### src/rtl/mem_access_unit_if.sv
// Request/response and data-memory signals of the load/store unit.
// The slave modport is the unit itself; the master modport is the pipeline/memory side.
interface mem_access_unit_if;
    logic        req_valid_i;
    logic        req_ready_o;
    logic        req_write_i;
    logic [1:0]  req_size_i;
    logic        req_signed_i;
    logic [31:0] req_addr_i;
    logic [31:0] req_wdata_i;
    logic        resp_valid_o;
    logic [31:0] resp_rdata_o;
    logic        resp_err_o;
    logic        MemRead_o;
    logic        MemWrite_o;
    logic [31:0] mem_addr_o;
    logic [31:0] mem_wdata_o;
    logic [31:0] mem_rdata_i;

    modport slave (
        input  req_valid_i, req_write_i, req_size_i, req_signed_i, req_addr_i, req_wdata_i,
        input  mem_rdata_i,
        output req_ready_o, resp_valid_o, resp_rdata_o, resp_err_o,
        output MemRead_o, MemWrite_o, mem_addr_o, mem_wdata_o
    );

    modport master (
        output req_valid_i, req_write_i, req_size_i, req_signed_i, req_addr_i, req_wdata_i,
        output mem_rdata_i,
        input  req_ready_o, resp_valid_o, resp_rdata_o, resp_err_o,
        input  MemRead_o, MemWrite_o, mem_addr_o, mem_wdata_o
    );
endinterface

### src/rtl/mem_access_unit.sv
// Load/store unit: word-aligned memory accesses, lane extract/extend, RMW for sub-word stores.
// Latency accept->resp: load 2, word store 2, sub-word store 3, error 1 cycle.
// Backpressure: one request in flight, req_ready_o only in IDLE. MAU_PERF_CNT_EN adds load/store counters.
module mem_access_unit #(
    parameter int MEM_BYTES = 32
) (
    input  logic             Clock_i,
    input  logic             Reset_i,
    mem_access_unit_if.slave bus
`ifdef MAU_PERF_CNT_EN
    ,
    output logic [31:0]      load_cnt_o,
    output logic [31:0]      store_cnt_o
`endif
);

    typedef enum logic [1:0] {IDLE, RD, WR, RESP} state_t;

    state_t      state, state_nxt;
    logic [31:0] addr_q, wdata_q, rdata_q;
    logic [1:0]  size_q;
    logic        signed_q, write_q, err_q;
    logic        accept, req_err;
    logic [31:0] req_base;
    logic [7:0]  lane_b;
    logic [15:0] lane_h;
    logic [31:0] load_val, merge_val;

    assign accept   = (state == IDLE) && bus.req_valid_i;
    assign req_base = {bus.req_addr_i[31:2], 2'b00};

    always_comb begin
        req_err = 1'b0;
        case (bus.req_size_i)
            2'b01:   req_err = bus.req_addr_i[0];
            2'b10:   req_err = (bus.req_addr_i[1:0] != 2'b00);
            2'b11:   req_err = 1'b1;
            default: req_err = 1'b0;
        endcase
        if (req_base > 32'(MEM_BYTES - 4))
            req_err = 1'b1;
    end

    always_comb begin
        state_nxt = state;
        case (state)
            IDLE: if (bus.req_valid_i) begin
                if (req_err)
                    state_nxt = RESP;
                else if (bus.req_write_i && bus.req_size_i == 2'b10)
                    state_nxt = WR;
                else
                    state_nxt = RD;
            end
            RD:      state_nxt = write_q ? WR : RESP;
            WR:      state_nxt = RESP;
            RESP:    state_nxt = IDLE;
            default: state_nxt = IDLE;
        endcase
    end

    // Lane extraction for loads and lane merge for sub-word stores, both off the word read in RD.
    always_comb begin
        lane_b    = bus.mem_rdata_i[8*addr_q[1:0] +: 8];
        lane_h    = bus.mem_rdata_i[16*addr_q[1] +: 16];
        load_val  = bus.mem_rdata_i;
        merge_val = bus.mem_rdata_i;
        case (size_q)
            2'b00: begin
                load_val = {{24{signed_q & lane_b[7]}}, lane_b};
                merge_val[8*addr_q[1:0] +: 8] = wdata_q[7:0];
            end
            2'b01: begin
                load_val = {{16{signed_q & lane_h[15]}}, lane_h};
                merge_val[16*addr_q[1] +: 16] = wdata_q[15:0];
            end
            default: begin
                load_val  = bus.mem_rdata_i;
                merge_val = bus.mem_rdata_i;
            end
        endcase
    end

    always_ff @(posedge Clock_i) begin
        if (Reset_i) begin
            state    <= IDLE;
            rdata_q  <= '0;
            err_q    <= 1'b0;
            addr_q   <= '0;
            wdata_q  <= '0;
            size_q   <= '0;
            signed_q <= 1'b0;
            write_q  <= 1'b0;
        end else begin
            state <= state_nxt;
            if (accept) begin
                addr_q   <= bus.req_addr_i;
                wdata_q  <= bus.req_wdata_i;
                size_q   <= bus.req_size_i;
                signed_q <= bus.req_signed_i;
                write_q  <= bus.req_write_i;
                err_q    <= req_err;
                rdata_q  <= '0;
            end else if (state == RD) begin
                if (write_q)
                    wdata_q <= merge_val;
                else
                    rdata_q <= load_val;
            end
        end
    end

    assign bus.req_ready_o  = (state == IDLE);
    assign bus.resp_valid_o = (state == RESP);
    assign bus.resp_err_o   = (state == RESP) && err_q;
    assign bus.resp_rdata_o = (state == RESP) ? rdata_q : 32'h0;
    // Strobes are gated by reset so an in-flight access is dropped in the reset cycle itself.
    assign bus.MemRead_o    = (state == RD) && !Reset_i;
    assign bus.MemWrite_o   = (state == WR) && !Reset_i;
    assign bus.mem_addr_o   = {addr_q[31:2], 2'b00};
    assign bus.mem_wdata_o  = wdata_q;

`ifdef MAU_PERF_CNT_EN
    always_ff @(posedge Clock_i) begin
        if (Reset_i) begin
            load_cnt_o  <= '0;
            store_cnt_o <= '0;
        end else if (state == RESP && !err_q) begin
            if (write_q)
                store_cnt_o <= store_cnt_o + 32'd1;
            else
                load_cnt_o  <= load_cnt_o + 32'd1;
        end
    end
`endif

endmodule

### src/flat_wrapper.sv
// flat-port wrapper written by rule: the top's interface ports become plain ports
module mem_access_unit_flat 
#(
    parameter int MEM_BYTES = 32
)
  (Clock_i, Reset_i, bus_req_valid_i, bus_req_write_i, bus_req_size_i, bus_req_signed_i, bus_req_addr_i, bus_req_wdata_i, bus_mem_rdata_i, bus_req_ready_o, bus_resp_valid_o, bus_resp_rdata_o, bus_resp_err_o, bus_MemRead_o, bus_MemWrite_o, bus_mem_addr_o, bus_mem_wdata_o);
  mem_access_unit_if bus_i ();
  input  logic Clock_i;
  input  logic Reset_i;
  input wire logic [$bits(bus_i.req_valid_i)-1:0] bus_req_valid_i;
  input wire logic [$bits(bus_i.req_write_i)-1:0] bus_req_write_i;
  input wire logic [$bits(bus_i.req_size_i)-1:0] bus_req_size_i;
  input wire logic [$bits(bus_i.req_signed_i)-1:0] bus_req_signed_i;
  input wire logic [$bits(bus_i.req_addr_i)-1:0] bus_req_addr_i;
  input wire logic [$bits(bus_i.req_wdata_i)-1:0] bus_req_wdata_i;
  input wire logic [$bits(bus_i.mem_rdata_i)-1:0] bus_mem_rdata_i;
  output wire logic [$bits(bus_i.req_ready_o)-1:0] bus_req_ready_o;
  output wire logic [$bits(bus_i.resp_valid_o)-1:0] bus_resp_valid_o;
  output wire logic [$bits(bus_i.resp_rdata_o)-1:0] bus_resp_rdata_o;
  output wire logic [$bits(bus_i.resp_err_o)-1:0] bus_resp_err_o;
  output wire logic [$bits(bus_i.MemRead_o)-1:0] bus_MemRead_o;
  output wire logic [$bits(bus_i.MemWrite_o)-1:0] bus_MemWrite_o;
  output wire logic [$bits(bus_i.mem_addr_o)-1:0] bus_mem_addr_o;
  output wire logic [$bits(bus_i.mem_wdata_o)-1:0] bus_mem_wdata_o;
  assign bus_i.req_valid_i = bus_req_valid_i;
  assign bus_i.req_write_i = bus_req_write_i;
  assign bus_i.req_size_i = bus_req_size_i;
  assign bus_i.req_signed_i = bus_req_signed_i;
  assign bus_i.req_addr_i = bus_req_addr_i;
  assign bus_i.req_wdata_i = bus_req_wdata_i;
  assign bus_i.mem_rdata_i = bus_mem_rdata_i;
  assign bus_req_ready_o = bus_i.req_ready_o;
  assign bus_resp_valid_o = bus_i.resp_valid_o;
  assign bus_resp_rdata_o = bus_i.resp_rdata_o;
  assign bus_resp_err_o = bus_i.resp_err_o;
  assign bus_MemRead_o = bus_i.MemRead_o;
  assign bus_MemWrite_o = bus_i.MemWrite_o;
  assign bus_mem_addr_o = bus_i.mem_addr_o;
  assign bus_mem_wdata_o = bus_i.mem_wdata_o;
  mem_access_unit #(.MEM_BYTES(MEM_BYTES)) u_core (.Clock_i(Clock_i), .Reset_i(Reset_i), .bus(bus_i));
endmodule
### config.mk
export PLATFORM = sky130hd
export DESIGN_NAME = mem_access_unit_flat
export DESIGN_NICKNAME = d
export VERILOG_FILES = /design/src/rtl/mem_access_unit_if.sv /design/src/rtl/mem_access_unit.sv /design/src/flat_wrapper.sv
export SDC_FILE = /design/constraint.sdc
export NUM_CORES = 1
export LEC_CHECK = 0
export CELL_PAD_IN_SITES_DETAIL_PLACEMENT = 1
export CELL_PAD_IN_SITES_GLOBAL_PLACEMENT = 2
export CORE_MARGIN = 8
export CORE_UTILIZATION = 39
export CTS_BUF_LIST = sky130_fd_sc_hd__clkbuf_4 sky130_fd_sc_hd__clkbuf_8
export DETAILED_ROUTE_END_ITERATION = 8
export DONT_BUFFER_PORTS = 1
export PLACE_DENSITY = 0.94
export SLEW_MARGIN = 20
export SYNTH_ARGS = -nofsm -noshare
export SYNTH_HDL_FRONTEND = slang
export SYNTH_SLANG_ARGS = --single-unit
export TNS_END_PERCENT = 5
### constraint.sdc
create_clock -name Clock_i -period 3.6 [get_ports Clock_i]
set_input_delay 0.9 -clock Clock_i [delete_from_list [all_inputs] [get_ports Clock_i]]
set_output_delay 0.9 -clock Clock_i [all_outputs]
set_load 0.01 [all_outputs]
==> impl_metrics.tcl, run 1 <==
set metrics [dict create \
    hold_path.startpoint "u_core.size_q[0]" \
    outcome "complete, no violations" \
    finish.cell_count_without_fillers 821 \
    most_frequent_standard_cell_in_the_layout_excluding_fill_and_tap_cells "nand2_1" \
    tritoncts.num_buffers 9 \
    fp.coreArea_mm2 0.0144 \
    routed_wl_mm 20.0 \
    groute.usage.overall 0.211 \
    yosysSeqAreaShare 0.365 \
    hold_class "flip-flop to flip-flop" \
    timing.hold.worst_endpoint "u_core.size_q[0]" \
    synth_largest_area_cell "dfxtp_1" \
    setup_viol 0 \
    grt_antenna_before_repair 0 \
    grt_setup_unrepaired "no" \
    post-cts-setup-buffers 0 \
    insertion_delay_ns 0.39 \
    clock_tree_from_tritoncts "yes" \
    routedWlPerCell_um 24.4 \
    vias 4972 \
    vdd.ir_drop.worst_mv 0.353 \
    clk_pin_slew_ns 0.10 \
    antenna_left 0 \
    numClockSinks 103 \
    cts_htree_levels 3 \
    area.growth.synth_to_final_pct -0.863 \
    hold_viol 0 \
    dp.final_hpwl_mm 15.2 \
    finalClockSkew_ns 0.0104 \
    timing.final.max_slew_violations 0 \
    timing.setup.critical_path_class "flip-flop to output pin" \
    grt-ovfl-total 0 \
    min_period_over_period 0.786 \
    ctsResizeCount 0 \
    initial_core_util 0.394 \
    place.gp.congestion 0.838 \
    wire_length_of_the_first_global_routing_pass_mm 30.4 \
    netlist_instances 698 \
    critPathMaxFanout 34 \
    route.detailed.drc 0 \
    net-switching-power_mw 1.86 \
    critPathLaunchType "flip-flop" \
    fmax_mhz 353 \
    portion_of_synthesized_cell_area_occupied_by_the_leading_cell_type 0.365 \
    grt_max_degree 76 \
    number_of_top_level_pins 204 \
    multiInputGateArea_mm2 0.00304 \
    slew_headroom 0.314 \
    layout-drive-gt1-share 0.0849 \
    die_width_um 136 \
    syn-cell-area_mm2 0.00566 \
    post_drt_via_cell_ratio 6.06 \
    via_count_of_the_first_global_routing_pass 5243 \
    design.die.area_mm2 0.0186 \
    drtIter0Drc 381 \
    cellLeakagePower_nw 1.99 \
    clkPwrFrac 0.171 \
    min_period_ns 2.83 \
    floorplan.rows 44 \
    layout.nets 743 \
    worstHoldPathCells 2 \
    mostFrequentLayoutCells "108 x nand2_1, 103 x dfxtp_1, 72 x o21ai_0" \
    intPower_mw 2.30 \
    numPortBuffers 0 \
    cp.arrival_ns 1.93 \
    combinationalPowerShare 0.386 \
    worstRegToRegCells 6 \
    synth-edff-count 0 \
    number_of_buffers_inserted_for_hold_repair_after_clock_tree_synthesis 0 \
    clk_root_buffer_cell "clkbuf_8" \
    final-seq-area_mm2 0.00206 \
    power.density_mw_per_mm2 742 \
    end_kind "output pin" \
    crit-reg2reg-capture "u_core.bus.mem_wdata_o[7]" \
    yosysWarnings 0 \
    dieHeight_um 136 \
    yosys_most_used_dff "dfxtp_1" \
    ctsLongestPathBuffers 2 \
    final_core_utilization 0.390 \
    totalNegativeSetupSlack_ns 0 \
    placedCellCount 804 \
    critical_path_required_ns 2.70 \
    reg2reg_from "u_core.state[0]" \
    worst_slew_pin_slew_ns 1.03 \
    max_cap_viol_count 0 \
    yosys_register_bits 103 \
    post_synth.cell_area_avg_um2 8.10 \
    ys_async_sr_fraction 0 \
    rrSetupSlack_ns 0.77 \
    drtPass1Iterations 8 \
    fill_cells 1750 \
    synth_top_cells_by_area "dfxtp_1 36%, nand2_1 7.2%, o21ai_0 6.4%" \
    synth_cell_types 56 \
    power_switching_share 0.448 \
    seqPwrFrac 0.442 \
]
metal layers:
| layer | track usage | wire length, um | vias up |
|---|---|---|---|
| li1 | - | - | 2318 |
| met2 | 0.337 | 9020 | 243 |
| met3 | 0.109 | 2820 | 35 |
| met4 | 0.0738 | 505 | 0 |
| met1 | 0.237 | 7680 | 2376 |
| met5 | 0 | 0 | - |
registers in the layout, summed over array words and instances (netlist names):
name,cells
u_core.addr_q,32
u_core.bus.mem_wdata_o,32
u_core.err_q,1
u_core.rdata_q,32
u_core.signed_q,1
u_core.size_q,2
u_core.state,2
u_core.write_q,1
cells by family after synthesis:
logic type / share of synthesized area
other cells: 0.000663
simple gates: 0.201
buf+inv: 0.0991
flops: 0.365
compound gates: 0.290
fa+ha+maj: 0.0199
mux: 0.0252
Yosys cell counts, drive strengths merged (2+ instances only):
cell type / count
a211oi: 2
nor2b: 6
ha: 9
nor2: 41
o32ai: 19
and2: 34
and2b: 2
a21o: 16
nor4: 8
and4b: 2
clkbuf: 32
buf: 55
a2bb2oi: 8
dfxtp: 103
a21oi: 64
mux2i: 12
o21ai: 86
nand2b: 14
a22oi: 9
a22o: 10
inv: 6
a221oi: 22
nand2: 109
nor3: 10
critical path: stages (launching register included):
cell and delay [ns]:
dfxtp_1 0.41, ha_1 0.81, and2_1 0.31
per-stage QoR:
stage | hold WS [ns] | total power, mW | area (um2) | setup WS, ns
finish | 0.454 | 4.16 | 5610 | 0.769
global route | 0.483 | 4.47 | 5600 | 0.546
CTS | 0.457 | 4.20 | 5600 | 0.718
detailed placement | 0.442 | 3.48 | 5420 | 0.759
global placement | 0.446 | 3.38 | 5420 | 0.922
floorplan | 0.433 | 3.14 | 5660 | 1.24
cell type report:
| cell class | instances | share of cell area |
|---|---|---|
| multi-input cells | 503 | 0.543 |
| well taps | 184 | 0.0411 |
| clock buffers | 11 | 0.0259 |
| diodes | 1 | 0.000446 |
| inverters | 6 | 0.00402 |
| flip-flops and latches | 103 | 0.368 |
| clock inverters | 5 | 0.00759 |
| repair buffers | 8 | 0.0107 |
how the worst max path moves through the flow:
stage | start | endpoint | slack [ns] | depth (start not counted)
floorplan | Reset_i | bus_MemRead_o | 1.24 | 3
global route | u_core.state[0] | bus_resp_err_o | 0.55 | 2
CTS | u_core.state[0] | bus_resp_rdata_o[20] | 0.72 | 2
detailed placement | u_core.state[0] | u_core.bus.mem_wdata_o[7] | 0.76 | 6
finish | u_core.state[0] | bus_resp_rdata_o[10] | 0.77 | 2
global placement | bus_req_valid_i | u_core.bus.mem_wdata_o[7] | 0.92 | 4
power by group through the flow:
stage               clock network (mW)  registers, mW  logic [mW]
floorplan                            0           1.68        1.46
global placement                     0           1.86        1.52
detailed placement                   0           1.87        1.61
CTS                              0.738           1.85        1.61
global route                     0.789           1.89        1.79
finish                           0.712           1.84        1.61
No activity file was read; power rests on OpenSTA's default activity.
==> run 2: changes to the inputs <==
- CORE_UTILIZATION: 39 -> 33
- PLACE_DENSITY: 0.94 -> 0.85
- clock period: 3.6 -> 2.4 ns (I/O delays scaled with it)
==> run 2 against run 1 <==
  * Sequential power is 51% higher
  * Register-to-register slack lost 0.53 ns
  * Power rose by 52%
  * Clock power increased by 53%
  * Core utilization shrank 5.4 points
  * Worst hold slack worse by 0.16 ns
  * Via count rose by 0.28%
  * Sequential share of layout area fell by 0.68 points
  * Cell count increased by 5.7%
  * Critical path depth increased by 4
  * Cell area increased by 1.9%
  * Critical path type is now flip-flop to flip-flop
  * Critical endpoint is now u_core.bus.mem_wdata_o[21]
==> impl_metrics.tcl, run 2 (synthesized netlist as in run 1, its figures left out) <==
set metrics [dict create \
    numPortBuffers 0 \
    dieHeight_um 147 \
    hold_viol 0 \
    power.density_mw_per_mm2 1110 \
    worst_slew_pin_slew_ns 0.884 \
    timing.final.max_slew_violations 0 \
    routed_wl_mm 21.0 \
    multiInputGateArea_mm2 0.00304 \
    number_of_top_level_pins 204 \
    clk_pin_slew_ns 0.10 \
    final_core_utilization 0.336 \
    critical_path_required_ns 2.66 \
    total_power_mw 6.34 \
    grt_antenna_before_repair 0 \
    drtPass1Iterations 4 \
    design.die.area_mm2 0.0216 \
    layout.nets 751 \
    net-switching-power_mw 2.83 \
    insertion_delay_ns 0.38 \
    max_cap_viol_count 0 \
    tritoncts.num_buffers 9 \
    grt_max_degree 68 \
    setup_viol 0 \
    place.gp.congestion 0.871 \
    clock_tree_from_tritoncts "yes" \
    critPathTopFamily "simple AND/OR/NAND/NOR gates" \
    via_count_of_the_first_global_routing_pass 5272 \
    die_width_um 147 \
    totalNegativeSetupSlack_ns 0 \
    timing.setup.critical_path_class "flip-flop to flip-flop" \
    critPathMaxFanout 37 \
    groute.usage.overall 0.189 \
    layout-drive-gt1-share 0.0949 \
    finalClockSkew_ns 0.0170 \
    ctsLongestPathBuffers 2 \
    routedWlPerCell_um 24.2 \
    seqPwrFrac 0.436 \
    route.detailed.drc 0 \
    floorplan.rows 48 \
    outcome "complete, no violations" \
    final-seq-area_mm2 0.00206 \
    post_drt_via_cell_ratio 5.74 \
    numClockSinks 103 \
    clkPwrFrac 0.172 \
    cpMaxStageDelayCell "nor3_2" \
    grt-ovfl-total 0 \
    wire_length_of_the_first_global_routing_pass_mm 31.7 \
    critPathBufInv 1 \
    crit_path_cell_trace "inv_1, ha_1, and2_4, nor3_2, a2bb2oi_1, o32ai_1" \
    combinationalPowerShare 0.392 \
    post-cts-setup-buffers 0 \
    power_switching_share 0.446 \
    vdd.ir_drop.worst_mv 0.330 \
    cp.arrival_ns 2.43 \
    mostFrequentLayoutCells "108 x nand2_1, 103 x dfxtp_1, 72 x o21ai_0" \
    cts_htree_levels 3 \
    grt_setup_unrepaired "no" \
    number_of_buffers_inserted_for_hold_repair_after_clock_tree_synthesis 0 \
    dp.final_hpwl_mm 16.4 \
    fill_cells 2073 \
    critPathLaunchType "flip-flop" \
    min_period_over_period 0.901 \
    most_frequent_standard_cell_in_the_layout_excluding_fill_and_tap_cells "nand2_1" \
    min_period_ns 2.16 \
    critPathMaxStageDelay_ns 0.54 \
    initial_core_util 0.333 \
    vias 4986 \
    diodes 0 \
    fp.coreArea_mm2 0.0170 \
    intPower_mw 3.51 \
    antenna_left 0 \
    clk_root_buffer_cell "clkbuf_8" \
    drtIter0Drc 284 \
    hold_class "input port to flip-flop" \
    cellLeakagePower_nw 2.04 \
    end_kind "flip-flop" \
    fmax_mhz 462 \
    ctsResizeCount 0 \
    area.growth.synth_to_final_pct 1.02 \
    slew_headroom 0.406 \
]
==> run 2: changes by cell type in the layout (fill, tap and decap cells not counted) <==
cell	before	now
inv_6	0	2
diode_2	1	0
clkbuf_8	10	11
inv_8	1	0
clkinvlp_4	3	0
buf_4	8	16
==> run 2: worst paths after layout <==
check             slack [ns]                    endpoint            start  cells after the start
setup / recovery        0.24  u_core.bus.mem_wdata_o[21]  u_core.state[0]                      6
hold / removal          0.29            u_core.addr_q[4]          Reset_i                      1
setup reg to reg        0.24  u_core.bus.mem_wdata_o[21]  u_core.state[0]                      6
hold reg to reg         0.47             u_core.signed_q  u_core.signed_q                      2
==> run 2: final cells by class <==
type                    instances  area share
multi-input cells             503       0.532
well taps                     225      0.0493
clock inverters                 3     0.00460
flip-flops and latches        103       0.361
inverters                       6     0.00394
repair buffers                 16      0.0210
clock buffers                  12      0.0278
==> run 2: stage by stage <==
stage          hold WS (ns)  instances  area [um2]  worst slack [ns]
2_1_floorplan         0.433        699        5660             0.335
3_3_place_gp          0.437        853        5530             0.328
3_5_place_dp          0.449        853        5530             0.249
4_1_cts               0.265        868        5710             0.232
5_1_grt               0.272        868        5710            0.0290
6_report              0.294        868        5710             0.237
==> run 2: power groups by stage <==
stage	clock network (mW)	logic, mW	registers [mW]
after global routing	1.19	2.76	2.84
after global placement	0	2.36	2.79
after floorplan	0	2.19	2.53
after detailed placement	0	2.48	2.82
final	1.09	2.48	2.77
after CTS	1.12	2.49	2.78
==> run 2: per-layer routing <==
layer,track usage,share of wire
met2,0.314,0.47
met5,0,0
met3,0.0864,0.13
met1,0.212,0.38
met4,0.0622,0.021
==> run 3: changes to the inputs <==
- CORE_MARGIN: 8 -> 2
==> run 3 against run 2 <==
  * Non-clock buffer count up 3
  * Sequential share of layout area down 0.28 points
  * Largest power group unchanged
  * Register-to-register slack better by 0.09 ns
  * Highest routed layer unchanged
  * Worst hold slack worse by 0.034 ns
  * Die area down 16%
==> impl_metrics.tcl, run 3 (synthesized netlist as in run 1, its figures left out) <==
set metrics [dict create \
    clock_tree_from_tritoncts "yes" \
    net-switching-power_mw 2.90 \
    reg2reg_from "u_core.state[0]" \
    most_frequent_standard_cell_in_the_layout_excluding_fill_and_tap_cells "nand2_1" \
    drtIter0Drc 272 \
    antenna_left 0 \
    via_count_of_the_first_global_routing_pass 5325 \
    wire_length_of_the_first_global_routing_pass_mm 30.4 \
    seqPwrFrac 0.426 \
    vias 4972 \
    met2_wirelength_mm 9.16 \
    hold_path.startpoint "Reset_i" \
    groute.usage.overall 0.219 \
    total_power_mw 6.51 \
    fp.coreArea_mm2 0.0166 \
    dieHeight_um 135 \
    fmax_mhz 470 \
    worstHoldPathCells 1 \
    min_period_over_period 0.887 \
    critPathMaxFanout 33 \
    maxUsedRoutingLayer "met4" \
    vdd.ir_drop.worst_mv 0.460 \
    route.met3.wl_mm 2.42 \
    min_period_ns 2.13 \
    wl_met1_mm 8.17 \
    power.density_mw_per_mm2 1130 \
    finish.cell_count_without_fillers 867 \
    final_core_utilization 0.346 \
    diodes 0 \
    insertion_delay_ns 0.40 \
    post_drt_via_cell_ratio 5.73 \
    timing.hold.worst_endpoint "u_core.addr_q[2]" \
    slew_headroom 0.541 \
    clkPwrFrac 0.187 \
    numPortBuffers 0 \
    mostFrequentLayoutCells "108 x nand2_1, 103 x dfxtp_1, 72 x o21ai_0" \
    intPower_mw 3.61 \
    placedCellCount 851 \
    area.growth.synth_to_final_pct 1.81 \
    crit-reg2reg-capture "u_core.bus.mem_wdata_o[21]" \
    rrSetupSlack_ns 0.33 \
    floorplan.rows 47 \
    number_of_top_level_pins 204 \
    initial_core_util 0.340 \
    layout-drive-gt1-share 0.100 \
    numClockSinks 103 \
    outcome "complete, no violations" \
    final.hold.worst_slack_ns 0.261 \
    grt_setup_unrepaired "no" \
    totalNegativeSetupSlack_ns 0 \
    cp.arrival_ns 1.53 \
    routedWlPerCell_um 23.3 \
    end_kind "output pin" \
    worstRegToRegCells 6 \
    worst_slew_pin_slew_ns 0.688 \
    hold_viol 0 \
    hold_class "input port to flip-flop" \
    grt-ovfl-total 0 \
    dp.final_hpwl_mm 15.5 \
    combinationalPowerShare 0.387 \
    timing.setup.critical_path_class "flip-flop to output pin" \
    cts_htree_levels 3 \
    tritoncts.num_buffers 9 \
    power_switching_share 0.446 \
    critPathLaunchType "flip-flop" \
    post-cts-setup-buffers 0 \
    number_of_buffers_inserted_for_hold_repair_after_clock_tree_synthesis 0 \
    drtPass1Iterations 5 \
    ctsResizeCount 0 \
    layout.nets 754 \
    die_width_um 135 \
    grt_antenna_before_repair 1 \
    ctsLongestPathBuffers 2 \
    max_cap_viol_count 0 \
    finalClockSkew_ns 0.00852 \
    route.detailed.drc 0 \
    critPathLaunch "u_core.state[0]" \
    place.gp.congestion 0.890 \
    critical_path_required_ns 1.80 \
    grt_max_degree 68 \
    clk_pin_slew_ns 0.10 \
    routed_wl_mm 20.2 \
    timing.final.max_slew_violations 0 \
    design.die.area_mm2 0.0182 \
    cellLeakagePower_nw 2.06 \
    setup_viol 0 \
    clk_root_buffer_cell "clkbuf_8" \
]
==> run 3: changes by cell type in the layout (fill, tap and decap cells not counted), sizes merged <==
cell / before / now
buf: 16 / 19
clkbuf: 12 / 10
clkinv: 1 / 3
bufinv: 0 / 1
==> run 3: cell type report <==
class / count / area (um2)
Clock buffer: 10 / 138
Multi-Input combinational cell: 503 / 3040
Sequential cell: 103 / 2060
Tap cell: 220 / 275
Clock inverter: 6 / 76.3
Fill cell: 2033 / 10900
Timing Repair Buffer: 19 / 143
Inverter: 6 / 22.5
==> run 3: power groups by stage <==
stage / combinational (mW) / sequential (mW) / clock, mW
CTS: 2.52 / 2.77 / 1.24
finish: 2.52 / 2.77 / 1.21
floorplan: 2.19 / 2.53 / 0
global placement: 2.40 / 2.79 / 0
global route: 2.81 / 2.83 / 1.32
detailed placement: 2.51 / 2.81 / 0
==> run 3: through the flow <==
| step | setup slack [ns] | instance area [um2] |
|---|---|---|
| 6_report | 0.272 | 5760 |
| 5_1_grt | 0.112 | 5760 |
| 4_1_cts | 0.243 | 5760 |
| 3_5_place_dp | 0.330 | 5540 |
| 3_3_place_gp | 0.437 | 5540 |
| 2_1_floorplan | 0.335 | 5660 |
==> run 3: worst max path at each step <==
stage	endpoint	slack (ns)	depth (start not counted)
2_1_floorplan	u_core.bus.mem_wdata_o[14]	0.33	8
3_3_place_gp	u_core.bus.mem_wdata_o[23]	0.44	6
3_5_place_dp	u_core.bus.mem_wdata_o[2]	0.33	7
4_1_cts	bus_resp_rdata_o[20]	0.24	3
5_1_grt	u_core.bus.mem_wdata_o[2]	0.11	7
6_report	bus_resp_rdata_o[20]	0.27	3
==> run 3: critical path: stages (launching register included) <==
cell and delay, ns:
dfxtp_1 0.39, ha_1 0.18, buf_4 0.29, and2_1 0.24
==> run 3: layer usage <==
metal  up-vias  GRT usage
met1      2393      0.255
li1       2332          -
met5         -          0
met2       216      0.359
met3        31      0.101
met4         0     0.0667
